### src/rtl/popcount_frame_scheduler.sv
// Round-robin, frame-granular arbiter sharing one 127-bit popcount pipeline.
// Each frame's popcount total is returned with the winning requester's id.
module popcount_frame_scheduler #(
    parameter int NREQ      = 4,
    parameter int MAX_WORDS = 16,
    parameter int CNT_W     = 11
) (
    input  logic                  clk,
    input  logic                  rst,
    input  logic [NREQ-1:0]       req_valid,
    input  logic [NREQ-1:0]       req_last,
    input  logic [NREQ*127-1:0]   req_data,
    output logic [NREQ-1:0]       req_ready,
    output logic                  res_valid,
    input  logic                  res_ready,
    output logic [CNT_W-1:0]      res_count,
    output logic [2:0]            res_id,
    output logic                  res_overflow,
    output logic                  busy
);

    localparam int W  = 127;
    localparam int GW = $clog2(NREQ);
    localparam int BW = $clog2(MAX_WORDS + 1);

    typedef enum logic [1:0] {IDLE, STREAM, DRAIN, RESULT} state_t;

    state_t             state, state_n;
    logic [GW-1:0]      grant, rr_ptr, pick, idx;
    logic               pick_v;
    logic [CNT_W-1:0]   acc;
    logic [CNT_W:0]     sum;
    logic               ovf;
    logic [BW-1:0]      beats;
    logic [6:0]         pc_q, pc_d;
    logic               pc_v;
    logic               drain_cnt;
    logic               res_valid_q;
    logic               accept;
    logic [W-1:0]       word;
    logic [W-1:0]       words [NREQ];

    function automatic logic [6:0] ones(input logic [W-1:0] v);
        logic [6:0] s;
        s = '0;
        for (int i = 0; i < W; i++) s = s + {6'b0, v[i]};
        return s;
    endfunction

    for (genvar k = 0; k < NREQ; k++) begin : g_words
        assign words[k] = req_data[k*W +: W];
    end

    // First asserted requester after the last winner, wrapping modulo NREQ
    always_comb begin
        pick   = '0;
        pick_v = 1'b0;
        idx    = '0;
        for (int i = 1; i <= NREQ; i++) begin
            idx = GW'((int'(rr_ptr) + i) % NREQ);
            if (!pick_v && req_valid[idx]) begin
                pick   = idx;
                pick_v = 1'b1;
            end
        end
    end

    assign word   = words[grant];
    assign pc_d   = ones(word);
    assign accept = (state == STREAM) && req_valid[grant];
    assign sum    = {1'b0, acc} + (CNT_W+1)'(pc_q);

    always_comb begin
        state_n = state;
        unique case (state)
            IDLE:   if (pick_v) state_n = STREAM;
            STREAM: if (accept && req_last[grant]) state_n = DRAIN;
            DRAIN:  if (drain_cnt) state_n = RESULT;
            RESULT: if (res_valid_q && res_ready) state_n = IDLE;
            default: state_n = IDLE;
        endcase
    end

    always_ff @(posedge clk) begin
        if (rst) begin
            state       <= IDLE;
            rr_ptr      <= GW'(NREQ - 1);
            grant       <= '0;
            acc         <= '0;
            beats       <= '0;
            ovf         <= 1'b0;
            pc_q        <= '0;
            pc_v        <= 1'b0;
            drain_cnt   <= 1'b0;
            res_valid_q <= 1'b0;
        end else begin
            state       <= state_n;
            pc_v        <= accept;
            drain_cnt   <= (state == DRAIN) ? !drain_cnt : 1'b0;
            res_valid_q <= (state == RESULT) && !(res_valid_q && res_ready);
            if (accept) pc_q <= pc_d;
            if (state == IDLE && pick_v) begin
                grant  <= pick;
                rr_ptr <= pick;
                acc    <= '0;
                beats  <= '0;
                ovf    <= 1'b0;
            end else begin
                if (pc_v) begin
                    acc <= sum[CNT_W] ? '1 : sum[CNT_W-1:0];
                    if (sum[CNT_W]) ovf <= 1'b1;
                end
                // Beat counter parks at MAX_WORDS; any further beat flags overflow
                if (accept) begin
                    if (beats == BW'(MAX_WORDS)) ovf <= 1'b1;
                    else beats <= beats + BW'(1);
                end
            end
        end
    end

    always_comb begin
        req_ready = '0;
        if (state == STREAM) req_ready[grant] = 1'b1;
    end

    assign busy         = (state != IDLE);
    assign res_valid    = res_valid_q;
    assign res_count    = res_valid_q ? acc : '0;
    assign res_id       = res_valid_q ? 3'(grant) : 3'd0;
    assign res_overflow = res_valid_q & ovf;

endmodule

### config.mk
export PLATFORM = sky130hd
export DESIGN_NAME = popcount_frame_scheduler
export DESIGN_NICKNAME = d
export VERILOG_FILES = /design/src/rtl/popcount_frame_scheduler.sv
export SDC_FILE = /design/constraint.sdc
export NUM_CORES = 1
export LEC_CHECK = 0
export CORE_AREA = 2 2 207 209
export CTS_CLUSTER_DIAMETER = 150
export CTS_CLUSTER_SIZE = 25
export DETAILED_ROUTE_END_ITERATION = 8
export DIE_AREA = 0 0 209 211
export DONT_BUFFER_PORTS = 1
export GPL_TIMING_DRIVEN = 0
export PLACE_DENSITY_LB_ADDON = 0.2
export SLEW_MARGIN = 20
export SYNTH_ARGS = -nofsm -noshare
export SYNTH_HDL_FRONTEND = slang
export SYNTH_SLANG_ARGS = --single-unit
### constraint.sdc
create_clock -name clk -period 9.95 [get_ports clk]
set_input_delay 1.4925 -clock clk [delete_from_list [all_inputs] [get_ports clk]]
set_output_delay 1.4925 -clock clk [all_outputs]
set_load 0.03 [all_outputs]
==> key figures <==
Run status
  • Status: finished, final reports clean

Die
  • IO Pins: 540
  • Die Area: ~0.044 mm^2
  • Die Height: 211 um
  • FP Rows: 75
  • Initial Util: about 20%
  • Die Span X: 209 um
  • Total core area: between 0.04 and 0.05 mm^2

Global routing
  • Antenna violations before repair: 16
  • Grt peak-use layer: met2
  • Grt met1 use: 20.7%
  • Number of global-route vias before repair: approximately 6.6k
  • Met2 Usage GRT: 28.8%
  • Global route overflow: 0
  • First-pass GRT wire length: just over 50,000 um
  • Largest net degree at the start of global routing: 19
  • Met3 Usage GRT: 4.36%
  • Gr usage total: roughly 17%

Yosys
  • Ranking of synthesized cells by area: mux4_2 35%, fa_1 28%, inv_1 9.3%
  • FF+latch count, synth: 33
  • Fraction of registers with async set/reset: 0%
  • Avg Inst Size Synth: between 10 and 15 um^2
  • Syn nets: around 1.4k
  • Share of the synthesized area in the top cell type: 35.1%
  • Seq/Total Area, Yosys: between 7 and 8%
  • Post-synth cell types: 48
  • Gate Count Post-Synth: 724
  • Synth area leader: mux4_2
  • Mapped cell area: 0.00828 mm^2
  • Synth Warn #: 0
  • Leading register cell type out of synthesis: dfxtp_1
  • EDFF count, synth: 0

Placed design
  • Cell Area, Placed: 0.00896 mm^2
  • Gp weighted congestion: a little over 0.9
  • IO buf count: 0
  • Post-place setup slack: -0.465 ns
  • HPWL after detailed placement: 33,800 um

Setup path
  • Crit Reg-Reg Startpoint: grant[0]
  • Largest stage delay, worst path: 0.58 ns
  • Crit. path cell count: 26
  • Worst path most repeated cell: fa_1
  • CP max stage cell: mux4_2
  • Worst-path fanout max: 10
  • CP required: 10.14 ns
  • Worst EP arrival: between 9 and 10 ns
  • Reg-to-reg slack, setup: 0.58 ns
  • Startpoint types: flip-flop
  • Critical path class: flip-flop to flip-flop
  • Reg2reg end: pc_q[6]
  • R2r worst-path depth: 26
  • Crit path max-delay family: adder cells
  • CP Buf/Inv Count: 7
  • CP Capture Type: flip-flop

Min path
  • WHS Endpoint: pc_q[0]
  • WHS Path Cells: 2
  • Hold_sp: pc_q[0]
  • Min-delay worst type: flip-flop to flip-flop

Timing
  • Minimum clock period: 9.37 ns
  • Fmax: about 110 MHz
  • Setup Total Neg Slack: 0 ns
  • Fin. max-slew vios: 0
  • Final setup fails: 0
  • Worst slew pin tran: between 0.9 and 1 ns
  • Relative slew slack: 33.9%
  • RSZ-0062 raised after global routing: no
  • Tcrit/Tclk final: ~94%
  • Setup ws final: 0.578 ns
  • Hold Vio Cnt, Final: 0
  • Layout Skew: around 0.0033 ns

CTS
  • Setup bufs post-CTS: 0
  • Worst skew pair latency: between 0.2 and 0.3 ns
  • # clock sinks: 33
  • Root Driver: clkbuf_16
  • Clock buffer depth: 2
  • CTS tree: yes
  • Clock Pin Slew Worst Setup and Hold Paths: 0.05 ns
  • CTS buffer count: 5
  • H-tree Lvls: 2

Job
  • Max-cap violations: 0

Final layout
  • Nets: approximately 1.4k
  • Post-route cell area: 0.00915 mm^2
  • Syn-to-layout area delta: 10.5%
  • Share of cells above drive strength 1: 22.0%
  • Layout fillers: about 4.5k

Drt
  • Vias per cell: 4.65
  • Antenna viol nets, final: 0
  • WL per Instance: 29.0 um
  • Starting DRT DRC Count: 315
  • TritonRoute pass-1 iters: 4
  • Vias: 5,961
  • Final Routed Wirelength: 37,200 um
  • Drt drc: 0
[per-stage QoR]
stage | util, % | instances | hold slack, ns
6_report | 21.9 | 1283 | 0.467
5_1_grt | 21.9 | 1280 | 0.487
4_1_cts | 21.8 | 1270 | 0.469
3_5_place_dp | 21.5 | 1263 | 0.461
3_3_place_gp | 21.4 | 1263 | 0.447
2_1_floorplan | - | 724 | 0.436
[how the worst max path moves through the flow]
stage                  startpoint       to  slack, ns
floorplan           req_data[486]  pc_q[6]       0.91
global placement         grant[1]  pc_q[6]      -0.81
detailed placement       grant[1]  pc_q[6]      -0.47
CTS                      grant[0]  pc_q[6]       0.04
global route             grant[0]  pc_q[6]      0.005
finish                   grant[0]  pc_q[6]       0.58
[cell usage in the layout, fill, tap and decap left out, types with 16 or more instances in the layout]
cell	synthesis	layout
inv_1	206	206
mux4_2	129	129
fa_1	115	115
ha_1	37	37
dfxtp_1	33	33
a21oi_1	25	25
nor2_1	24	24
nand2_1	20	20
clkbuf_1	18	16
o21ai_0	16	16
[cells by family (layout without fill, tap and decap cells)]
family	Yosys count	in the layout	share of synthesized area, %
buffers and inverters	242	249	11.4
adder cells (fa/ha/maj)	152	152	33.4
multiplexers	131	131	35.3
AND/OR/NAND/NOR	82	82	5.00
AO/OA/AOI/OAI	69	69	5.35
flip-flops	33	33	7.98
XOR/XNOR	14	14	1.48
other	1	14	0.0453
[repair_timing]
item,in CTS,in global routing
resized for setup,3,8
setup endpoints to repair,2,2
hold endpoints to repair,0,0
hold buffers,0,0
[routing by layer]
metal  share of wire, %  vias up
li1                   -     2511
met3                6.8       36
met1                 40     3090
met4                1.3       10
met2                 51      314
met5               0.20        -
[tightest hold or removal path: cells and delay by family, from the launching register on]
family | cells | cell delay, ns
compound gates | 1 | 0.05
simple gates | 1 | 0.05
flops | 1 | 0.31
[cells in the mapped netlist (all sizes together), types with 15 or more instances]
| cell type | n |
|---|---|
| a21oi | 25 |
| and2 | 15 |
| buf | 18 |
| clkbuf | 18 |
| dfxtp | 33 |
| fa | 115 |
| ha | 37 |
| inv | 206 |
| mux4 | 129 |
| nand2 | 20 |
| nor2 | 25 |
| o21ai | 16 |
[sequential cells by signal, summed over array words and instances (netlist names)]
name and count:
ovf 1, res_valid 1, drain_cnt 1, pc_v 1, beats 5, grant 2, state 2, acc 11
pc_q 7, rr_ptr 2
[cell type report]
class / count / area (um^2) / share of cell area (%)
inverters: 206 / 773 / 8.45
plain buffers: 35 / 196 / 2.15
multi-input cells: 449 / 6670 / 72.9
clock buffers: 6 / 129 / 1.41
clock inverters: 2 / 10.0 / 0.109
flip-flops and latches: 33 / 661 / 7.22
well taps: 539 / 674 / 7.37
diodes: 13 / 32.5 / 0.356
Power is left out: the tool's default activity adds up to more than one toggle a clock period on the data nets, which glitch-free logic cannot reach.
